## src/rtl/lcd_pkg.sv

```systemverilog
// Shared constants for the HD44780 character-LCD writer: FSM encoding,
// the power-up command ROM and timing helpers.
package lcd_pkg;

  localparam logic [2:0] ST_PWRUP = 3'd0;
  localparam logic [2:0] ST_SETUP = 3'd1;
  localparam logic [2:0] ST_EN_HI = 3'd2;
  localparam logic [2:0] ST_HOLD  = 3'd3;
  localparam logic [2:0] ST_WAIT  = 3'd4;
  localparam logic [2:0] ST_IDLE  = 3'd5;

  localparam logic [7:0] LCD_CMD_FUNC_SET_8B2L = 8'h38;
  localparam logic [7:0] LCD_CMD_DISP_ON       = 8'h0C;
  localparam logic [7:0] LCD_CMD_CLEAR         = 8'h01;
  localparam logic [7:0] LCD_CMD_ENTRY_INC     = 8'h06;
  localparam logic [7:0] LCD_CMD_SLOW_LAST     = 8'h03;

  localparam int INIT_LEN = 4;

  function automatic logic [7:0] init_rom(input logic [1:0] idx);
    logic [7:0] cmd;
    case (idx)
      2'd0:    cmd = LCD_CMD_FUNC_SET_8B2L;
      2'd1:    cmd = LCD_CMD_DISP_ON;
      2'd2:    cmd = LCD_CMD_CLEAR;
      default: cmd = LCD_CMD_ENTRY_INC;
    endcase
    return cmd;
  endfunction

  // Clear and return-home instructions need the long busy wait.
  function automatic logic is_slow_cmd(input logic rs, input logic [7:0] data);
    return !rs && (data >= LCD_CMD_CLEAR) && (data <= LCD_CMD_SLOW_LAST);
  endfunction

  function automatic int unsigned max_u(input int unsigned a, input int unsigned b);
    return (a > b) ? a : b;
  endfunction

endpackage

```

## src/rtl/lcd_delay_counter.sv

```systemverilog
// Loadable down-counter timing every phase of the LCD writer; done is high
// while the count sits at zero.
module lcd_delay_counter #(
  parameter int W = 8
) (
  input  logic         clk,
  input  logic         rst_n,
  input  logic         load,
  input  logic [W-1:0] load_value,
  output logic         done
);

  logic [W-1:0] value_q;
  logic [W-1:0] value_d;

  always_comb begin
    value_d = value_q;
    if (load) begin
      value_d = load_value;
    end else if (value_q != '0) begin
      value_d = value_q - 1'b1;
    end
  end

  always_ff @(posedge clk or negedge rst_n) begin
    if (!rst_n) begin
      value_q <= '0;
    end else begin
      value_q <= value_d;
    end
  end

  assign done = (value_q == '0);

endmodule

```

## src/rtl/lcd_hd44780_writer.sv

```systemverilog
// Write-only HD44780 driver: runs the power-up init sequence, then forwards
// handshaked command/data bytes as correctly timed EN strobes.
module lcd_hd44780_writer
  import lcd_pkg::*;
#(
  parameter int unsigned T_PWRUP = 750000,
  parameter int unsigned T_SETUP = 2,
  parameter int unsigned T_EN    = 12,
  parameter int unsigned T_HOLD  = 1,
  parameter int unsigned T_EXEC  = 2000,
  parameter int unsigned T_CLEAR = 82000
) (
  input  logic       CLOCK_50,
  input  logic       RESET_N,
  input  logic       wr_valid,
  input  logic       wr_rs,
  input  logic [7:0] wr_data,
  output logic       wr_ready,
  output logic       init_done,
  output logic [7:0] LCD_DATA,
  output logic       LCD_RW,
  output logic       LCD_RS,
  output logic       LCD_EN,
  output logic       LCD_ON,
  output logic       LCD_BLON
);

  localparam int unsigned T_MAX = max_u(max_u(max_u(T_PWRUP, T_SETUP), max_u(T_EN, T_HOLD)),
                                        max_u(T_EXEC, T_CLEAR));
  localparam int CNT_W = $clog2(T_MAX) + 1;

  // Phases are exact: loading N-1 gives N cycles before done is seen.
  function automatic logic [CNT_W-1:0] ticks(input int unsigned t);
    return CNT_W'(t - 1);
  endfunction

  logic [2:0]       state_q, state_d;
  logic [1:0]       init_idx_q, init_idx_d;
  logic             lcd_en_q, lcd_en_d;
  logic             lcd_rs_q, lcd_rs_d;
  logic [7:0]       lcd_data_q, lcd_data_d;
  logic             lcd_on_q, lcd_on_d;
  logic             lcd_blon_q, lcd_blon_d;
  logic             wr_ready_q, wr_ready_d;
  logic             init_done_q, init_done_d;
  logic             cnt_load;
  logic [CNT_W-1:0] cnt_value;
  logic             cnt_done;

  lcd_delay_counter #(
    .W(CNT_W)
  ) u_delay (
    .clk        (CLOCK_50),
    .rst_n      (RESET_N),
    .load       (cnt_load),
    .load_value (cnt_value),
    .done       (cnt_done)
  );

  always_comb begin
    state_d     = state_q;
    init_idx_d  = init_idx_q;
    lcd_en_d    = lcd_en_q;
    lcd_rs_d    = lcd_rs_q;
    lcd_data_d  = lcd_data_q;
    lcd_on_d    = lcd_on_q;
    lcd_blon_d  = lcd_blon_q;
    wr_ready_d  = wr_ready_q;
    init_done_d = init_done_q;
    cnt_load    = 1'b0;
    cnt_value   = '0;

    case (state_q)
      ST_PWRUP: begin
        // The first cycle out of reset powers the panel and starts the settle delay.
        if (!lcd_on_q) begin
          lcd_on_d   = 1'b1;
          lcd_blon_d = 1'b1;
          cnt_load   = 1'b1;
          cnt_value  = ticks(T_PWRUP);
        end else if (cnt_done) begin
          state_d    = ST_SETUP;
          lcd_rs_d   = 1'b0;
          lcd_data_d = init_rom(init_idx_q);
          cnt_load   = 1'b1;
          cnt_value  = ticks(T_SETUP);
        end
      end

      ST_SETUP: begin
        if (cnt_done) begin
          state_d   = ST_EN_HI;
          lcd_en_d  = 1'b1;
          cnt_load  = 1'b1;
          cnt_value = ticks(T_EN);
        end
      end

      ST_EN_HI: begin
        if (cnt_done) begin
          state_d   = ST_HOLD;
          lcd_en_d  = 1'b0;
          cnt_load  = 1'b1;
          cnt_value = ticks(T_HOLD);
        end
      end

      ST_HOLD: begin
        if (cnt_done) begin
          state_d   = ST_WAIT;
          cnt_load  = 1'b1;
          cnt_value = is_slow_cmd(lcd_rs_q, lcd_data_q) ? ticks(T_CLEAR) : ticks(T_EXEC);
        end
      end

      ST_WAIT: begin
        if (cnt_done) begin
          if (init_done_q || (init_idx_q == 2'(INIT_LEN - 1))) begin
            state_d     = ST_IDLE;
            wr_ready_d  = 1'b1;
            init_done_d = 1'b1;
          end else begin
            state_d    = ST_SETUP;
            init_idx_d = init_idx_q + 2'd1;
            lcd_rs_d   = 1'b0;
            lcd_data_d = init_rom(init_idx_q + 2'd1);
            cnt_load   = 1'b1;
            cnt_value  = ticks(T_SETUP);
          end
        end
      end

      ST_IDLE: begin
        if (wr_valid && wr_ready_q) begin
          state_d    = ST_SETUP;
          wr_ready_d = 1'b0;
          lcd_rs_d   = wr_rs;
          lcd_data_d = wr_data;
          cnt_load   = 1'b1;
          cnt_value  = ticks(T_SETUP);
        end
      end

      default: begin
        state_d    = ST_PWRUP;
        wr_ready_d = 1'b0;
        lcd_en_d   = 1'b0;
      end
    endcase
  end

  always_ff @(posedge CLOCK_50 or negedge RESET_N) begin
    if (!RESET_N) begin
      state_q     <= ST_PWRUP;
      init_idx_q  <= 2'd0;
      lcd_en_q    <= 1'b0;
      lcd_rs_q    <= 1'b0;
      lcd_data_q  <= 8'h00;
      lcd_on_q    <= 1'b0;
      lcd_blon_q  <= 1'b0;
      wr_ready_q  <= 1'b0;
      init_done_q <= 1'b0;
    end else begin
      state_q     <= state_d;
      init_idx_q  <= init_idx_d;
      lcd_en_q    <= lcd_en_d;
      lcd_rs_q    <= lcd_rs_d;
      lcd_data_q  <= lcd_data_d;
      lcd_on_q    <= lcd_on_d;
      lcd_blon_q  <= lcd_blon_d;
      wr_ready_q  <= wr_ready_d;
      init_done_q <= init_done_d;
    end
  end

  assign wr_ready  = wr_ready_q;
  assign init_done = init_done_q;
  assign LCD_DATA  = lcd_data_q;
  assign LCD_RW    = 1'b0;
  assign LCD_RS    = lcd_rs_q;
  assign LCD_EN    = lcd_en_q;
  assign LCD_ON    = lcd_on_q;
  assign LCD_BLON  = lcd_blon_q;

endmodule
```

## config.mk

```make
export PLATFORM = sky130hd
export DESIGN_NAME = lcd_hd44780_writer
export DESIGN_NICKNAME = d
export VERILOG_FILES = /design/src/rtl/lcd_pkg.sv /design/src/rtl/lcd_delay_counter.sv /design/src/rtl/lcd_hd44780_writer.sv
export SDC_FILE = /design/constraint.sdc
export NUM_CORES = 1
export LEC_CHECK = 0
export ABC_AREA = 1
export BUFFER_PORTS_ARGS = -buffer_cell sky130_fd_sc_hd__buf_2
export CAP_MARGIN = 20
export CORE_ASPECT_RATIO = 1.1
export CORE_MARGIN = 4
export CORE_UTILIZATION = 30
export CTS_CLUSTER_SIZE = 16
export DETAILED_ROUTE_END_ITERATION = 8
export PLACE_DENSITY = 0.47
export SETUP_SLACK_MARGIN = 0.02
export SLEW_MARGIN = 20
export SYNTH_ARGS = -nofsm -noshare
export SYNTH_HDL_FRONTEND = slang
export SYNTH_SLANG_ARGS = --single-unit
```

## constraint.sdc

```tcl
create_clock -name CLOCK_50 -period 2.1 [get_ports CLOCK_50]
set_input_delay 0.525 -clock CLOCK_50 [delete_from_list [all_inputs] [get_ports CLOCK_50]]
set_output_delay 0.525 -clock CLOCK_50 [all_outputs]
set_load 0.02 [all_outputs]
```

==> flow_metrics.py, run 1 <==
metrics = {
    "grt": {
        "grt_pass1_vias": 2241,
        "grt_max_degree": 25,
        "grtUsageTotal_pct": 13.5,
        "grt_pass1_wl_mm": 10.6,
        "grt_overflow": 0,
        "antenna_found_initial": 0,
    },
    "clock_tree": {
        "cts-root-buf": "clkbuf_8",
        "htree_num_levels": 2,
        "clkSlewWorstSetupHoldPaths_ns": 0.08,
        "numCtsBuffers": 5,
        "hold_buffers": 0,
        "cts_tree": "done",
        "clock_sinks": 40,
        "clk_latency_ns": 0.29,
        "clk_path_buf_depth": 2,
    },
    "sta": {
        "drv_slew": 0,
        "final_hold_viol_count": 0,
        "tns_ns": 0,
        "finalCriticalPeriod_ns": 1.92,
        "setup_viol": 0,
        "skew_ns": 0.00645,
        "fmax_mhz": 521,
        "period_share_pct": 91.3,
        "rsz0062_at_grt": "no",
    },
    "worst_hold_path": {
        "worstHoldPathType": "in -> async",
    },
    "power": {
        "p_int_mw": 1.20,
        "total_power_mw": 1.51,
        "swShare_pct": 20.4,
        "power.density_nw_per_um2": 505,
        "p_seq_share_pct": 51.0,
        "peakVddDrop_uv": 283,
        "switchingPower_mw": 0.308,
        "p_comb_share_pct": 2.1,
        "power.share.clock_pct": 46.9,
        "leakagePower_nw": 1.46,
    },
    "placed_design": {
        "port_buffers": 25,
        "gp_congestion": 0.828,
        "dp_hpwl_mm": 4.85,
    },
    "die": {
        "rows": 34,
        "start_util_pct": 31.3,
        "die_w_um": 95.1,
        "dieArea_sq_um": 9860,
        "core-area_sq_um": 8000,
        "die_h_um": 104,
        "pin_count": 27,
    },
    "routing": {
        "drt_iter0_markers": 72,
        "routed_wl_mm": 6.34,
        "viasPerCell": 4.62,
        "wire_per_inst_um": 13.3,
        "firstDrtPassIters": 4,
        "ant_nets": 0,
        "vias": 2197,
        "drcViolationCount": 0,
    },
    "critical_path": {
        "ff2ff_setup_slack_ns": 0.18,
        "crit_path_end_kind": "flip-flop",
        "startpoint_type": "flip-flop",
        "critical_path_class": "reg -> reg",
        "r2r_cells": 9,
        "required_ns": 2.30,
        "crit_path_max_fanout": 11,
        "critPathArrivalTime_ns": 2.12,
        "worst_r2r_endpoint": "u_delay.value_q[4]",
        "worstReg2RegStart": "u_delay.value_q[0]",
    },
    "yosys": {
        "yosysTopAreaCellShare_pct": 40.0,
        "synthTopCellsByArea": "dfrtp_1 (40%), nand2_1 (12%), nor2_1 (5.9%)",
        "netlist_area_sq_um": 2500,
        "ys_types": 34,
        "netlist_instances": 325,
        "synth-edff-count": 0,
        "ys_ff_latch": 40,
        "async_flop_share_pct": 100,
        "synth_warnings": 0,
        "synthFlopType": "dfrtp_1",
        "synth_top_area_cell": "dfrtp_1",
        "syn-num-nets": 345,
        "yosys-top-cells-count": "nand2_1 (78), dfrtp_1 (40), nor2_1 (39), inv_1 (30), o21ai_0 (16)",
        "yosysMostFrequentCell": "nand2_1",
        "syn_area_per_cell_sq_um": 7.70,
        "yosysSeqAreaShare_pct": 40.0,
    },
    "final_layout": {
        "area_growth_pct": 19.4,
        "layout.nets": 387,
        "antenna_cells": 0,
        "drive_gt1_share_pct": 23.4,
    },
    "run": {
        "max_cap_violations": 0,
    },
    "run_status": {
        "status": "complete, no violations",
    },
}
cell usage in the layout (no fill, tap or decap), drive strengths merged:
cell     n
nand2   84
nor2    53
dfrtp   40
inv     40
buf     39
o21ai   25
a21oi   16
nand3   16
xor2    10
nand4    9
ha       8
clkbuf   7
nor3     5
xnor2    4
nor4     2
or2      2
o21bai   2
nand3b   1
a211oi   1
o211ai   1
a22o     1
conb     1
bufinv   1
worst max-delay path by stage:
| stage | startpoint | to | slack (ns) | depth (start not counted) |
|---|---|---|---|---|
| 6_report | u_delay.value_q[0] | u_delay.value_q[4] | 0.18 | 9 |
| 5_1_grt | u_delay.value_q[0] | u_delay.value_q[4] | 0.01 | 9 |
| 4_1_cts | u_delay.value_q[14] | LCD_DATA[3] | 0.08 | 11 |
| 3_5_place_dp | u_delay.value_q[14] | LCD_DATA[3] | 0.09 | 11 |
| 3_3_place_gp | u_delay.value_q[14] | LCD_DATA[2] | 0.08 | 10 |
| 2_1_floorplan | u_delay.value_q[0] | LCD_DATA[2] | 0.25 | 13 |
metrics by stage:
step                setup WS, ns  cell area [sq um]  hold WS [ns]  instances  utilization, %
finish                     0.182               2990         0.160        476            37.3
global route              0.0107               2990         0.181        476            37.3
CTS                       0.0753               2930         0.164        471            36.6
detailed placement        0.0912               2800         0.455        463            35.1
global placement          0.0835               2800         0.447        463            35.1
floorplan                  0.252               2500         0.229        325               -
power by group through the flow:
stage                     registers (mW)  logic (mW)  clock network, mW
after floorplan                    0.785     0.00336                  0
after detailed placement           0.785      0.0343                  0
after global routing               0.770      0.0373              0.762
after global placement             0.785      0.0339                  0
after CTS                          0.769      0.0341              0.733
final                              0.769      0.0324              0.707
critical path, stage by stage (launching register included):
cell and delay (ns):
dfrtp_1 0.37, inv_1 0.06, ha_1 0.22, nand2_2 0.10, nor2_4 0.05, nand3_4 0.14, nor2_1 0.07, nor2_1 0.19
nand3_1 0.33, a211oi_1 0.28
layout make-up:
| type | instances | area, sq um |
|---|---|---|
| Clock inverter | 1 | 30.0 |
| Timing Repair Buffer | 39 | 243 |
| Multi-Input combinational cell | 241 | 1330 |
| Tap cell | 108 | 135 |
| Sequential cell | 40 | 1000 |
| Fill cell | 901 | 5010 |
| Clock buffer | 7 | 96.3 |
| Inverter | 40 | 153 |
sequential cells by signal, indices dropped and copies added, names as in the netlist:
register,flops
LCD_BLON,1
LCD_DATA,8
LCD_EN,1
LCD_ON,1
LCD_RS,1
init_done,1
init_idx_q,2
state_q,3
u_delay.value_q,21
wr_ready,1
metal layers:
layer	GRT usage, %	vias up	wire [um]
met5	0	-	0
met4	3.71	0	54
met3	2.61	4	199
met2	22.7	36	3170
met1	17.4	1038	2920
li1	-	1119	-
cells by family after synthesis:
kind of cell	share of synthesized area (%)
compound gates	10.1
xor+xnor	4.90
fa+ha+maj	4.00
buf+inv	8.20
flops	40.0
other cells	0.150
simple gates	32.7
what timing repair did:
action | 4_1_cts | 5_1_grt
buffers inserted | 0 | 3
gates resized for setup | 0 | 6
setup endpoints to repair | 0 | 19
(Power assumes the default switching activity.)
==> run 2, diff against run 1 <==
--- a/config.mk
+++ b/config.mk
@@ -10,10 +10,10 @@
 export CAP_MARGIN = 20
 export CORE_ASPECT_RATIO = 1.1
 export CORE_MARGIN = 4
-export CORE_UTILIZATION = 30
+export CORE_UTILIZATION = 40
 export CTS_CLUSTER_SIZE = 16
 export DETAILED_ROUTE_END_ITERATION = 8
-export PLACE_DENSITY = 0.47
+export PLACE_DENSITY = 0.59
 export SETUP_SLACK_MARGIN = 0.02
 export SLEW_MARGIN = 20
 export SYNTH_ARGS = -nofsm -noshare
==> run 2 against run 1 <==
Via count shrank 1.2%; combinational power down 12%; global-route usage grew 2.4 points; sequential cell count unchanged; non-clock buffer count shrank 1; clock power down 10%; hold slack improved by 0.11 ns; clock skew is 0.0050 ns higher; register-to-register slack is essentially flat; critical path depth is 4 higher; total power decreased by 5.2%; critical endpoint is now u_delay.value_q[1]; largest cell class unchanged; highest routed layer unchanged.
==> flow_metrics.py, run 2 (synthesized netlist as in run 1, its figures left out) <==
metrics = {
    "routing": {
        "wire_per_inst_um": 13.0,
        "drt_iter0_markers": 75,
        "vias": 2170,
        "routed_wl_mm": 5.77,
        "drcViolationCount": 0,
        "viasPerCell": 4.90,
        "firstDrtPassIters": 4,
        "ant_nets": 0,
    },
    "final_layout": {
        "fillCellCount": 582,
        "area_growth_pct": 15.6,
        "drive_gt1_share_pct": 21.6,
        "mostFrequentLayoutCells": "nand2_1 (78), dfrtp_1 (40), nor2_1 (39), inv_1 (30), buf_2 (25)",
        "final_core_util_pct": 48.9,
        "antenna_cells": 0,
        "seq_area_sq_um": 1000,
        "multiInputGateArea_sq_um": 1310,
        "layout.nets": 385,
        "final_common_cell": "nand2_1",
        "top_register": "u_delay.value_q",
        "largest_reg_flops": 21,
    },
    "clock_tree": {
        "htree_num_levels": 2,
        "clock_sinks": 40,
        "clk_latency_ns": 0.30,
        "cts-root-buf": "clkbuf_8",
        "numCtsBuffers": 5,
        "clkSlewWorstSetupHoldPaths_ns": 0.08,
        "clk_path_buf_depth": 2,
        "cts_tree": "done",
    },
    "run": {
        "max_cap_violations": 0,
    },
    "grt": {
        "grt_overflow": 0,
        "grt_pass1_vias": 2158,
        "grtUsageTotal_pct": 15.9,
        "grt_pass1_wl_mm": 9.85,
        "grt_max_degree": 41,
        "antenna_found_initial": 0,
    },
    "worst_hold_path": {
        "worstHoldPathType": "in -> async",
    },
    "sta": {
        "finalCriticalPeriod_ns": 1.93,
        "tns_ns": 0,
        "tightest_slew_ns": 0.511,
        "max_slew_margin_pct": 66.0,
        "period_share_pct": 91.9,
        "rsz0062_at_grt": "no",
        "setup_viol": 0,
        "fmax_mhz": 518,
        "drv_slew": 0,
        "skew_ns": 0.0114,
        "final_hold_viol_count": 0,
    },
    "critical_path": {
        "worstPathCellList": "inv_1, ha_1, nand2_2, nor2_4, nand3_4, inv_1, nand2_1, nand2_1, nor2_4, nand2_1, inv_2, nand2_1, nand2_1",
        "critPathArrivalTime_ns": 2.17,
        "cpMostUsedCell": "nand2_1",
        "required_ns": 2.34,
        "crit_path_max_fanout": 12,
        "path_buf_inv": 3,
        "crit_path_end_kind": "flip-flop",
        "startpoint": "u_delay.value_q[0]",
        "path_delay_family": "simple AND/OR/NAND/NOR gates",
        "slowest_stage": "dfrtp_1",
        "cp_slowest_stage_delay_ns": 0.36,
        "worstReg2RegStart": "u_delay.value_q[0]",
        "critical_path_class": "reg -> reg",
        "startpoint_type": "flip-flop",
    },
    "power": {
        "leakagePower_nw": 1.43,
        "p_seq_share_pct": 53.8,
        "power.share.clock_pct": 44.2,
        "swShare_pct": 21.0,
        "power.density_nw_per_um2": 495,
        "switchingPower_mw": 0.300,
        "p_comb_share_pct": 2.0,
        "p_int_mw": 1.13,
        "total_power_mw": 1.43,
        "peakVddDrop_uv": 282,
    },
    "die": {
        "rows": 29,
        "start_util_pct": 42.3,
        "dieArea_sq_um": 7580,
        "die_w_um": 83.4,
        "pin_count": 27,
        "core-area_sq_um": 5910,
        "die_h_um": 90.9,
    },
    "run_status": {
        "status": "complete, no violations",
    },
    "placed_design": {
        "dp_hpwl_mm": 4.35,
        "gp_congestion": 0.831,
        "port_buffers": 25,
    },
}
-- run 2: path summary, 6_finish.rpt --
kind / endpoint / slack [ns] / cells after the start
max in group asynchronous: LCD_DATA[2] / 1.47 / 2
worst min register to register: LCD_BLON / 0.47 / 1
min in group CLOCK_50: LCD_BLON / 0.47 / 1
worst min-delay path: u_delay.value_q[4] / 0.27 / 2
worst max register to register: u_delay.value_q[1] / 0.17 / 13
worst max-delay path: u_delay.value_q[1] / 0.17 / 13
-- run 2: power groups by stage --
| stage | sequential (mW) | combinational, mW | clock [mW] |
|---|---|---|---|
| after global placement | 0.785 | 0.0302 | 0 |
| after CTS | 0.769 | 0.0305 | 0.645 |
| after detailed placement | 0.785 | 0.0305 | 0 |
| after floorplan | 0.785 | 0.00336 | 0 |
| after global routing | 0.769 | 0.0338 | 0.683 |
| final | 0.769 | 0.0286 | 0.633 |
-- run 2: cell type report --
cell class,instances,area share [%]
Inverter,40,5.28
Tap cell,77,3.33
Clock buffer,6,2.51
Timing Repair Buffer,38,7.84
Clock inverter,2,1.21
Multi-Input combinational cell,240,45.2
Sequential cell,40,34.6
-- run 2: stage by stage --
step	instance area [sq um]	std cells	hold slack, ns	setup slack, ns
2_1_floorplan	2500	325	0.229	0.252
3_3_place_gp	2750	431	0.447	0.167
3_5_place_dp	2750	431	0.457	0.138
4_1_cts	2850	439	0.302	0.110
5_1_grt	2890	443	0.328	0.0166
6_report	2890	443	0.273	0.170
-- run 2: layer usage --
metal  share of wire [%]  vias to the layer above  global-route usage (%)
li1                    -                     1116                       -
met1                  46                     1018                    19.8
met2                  51                       30                    28.2
met3                 2.8                        6                    3.44
met4                0.95                        0                    3.27
met5                   0                        -                       0
-- run 2: what timing repair did --
| item | 4_1_cts | 5_1_grt |
|---|---|---|
| setup buffers | 0 | 3 |
| gates resized for setup | 0 | 2 |
| hold buffers | 0 | 0 |
| endpoints found under the setup margin | 0 | 7 |
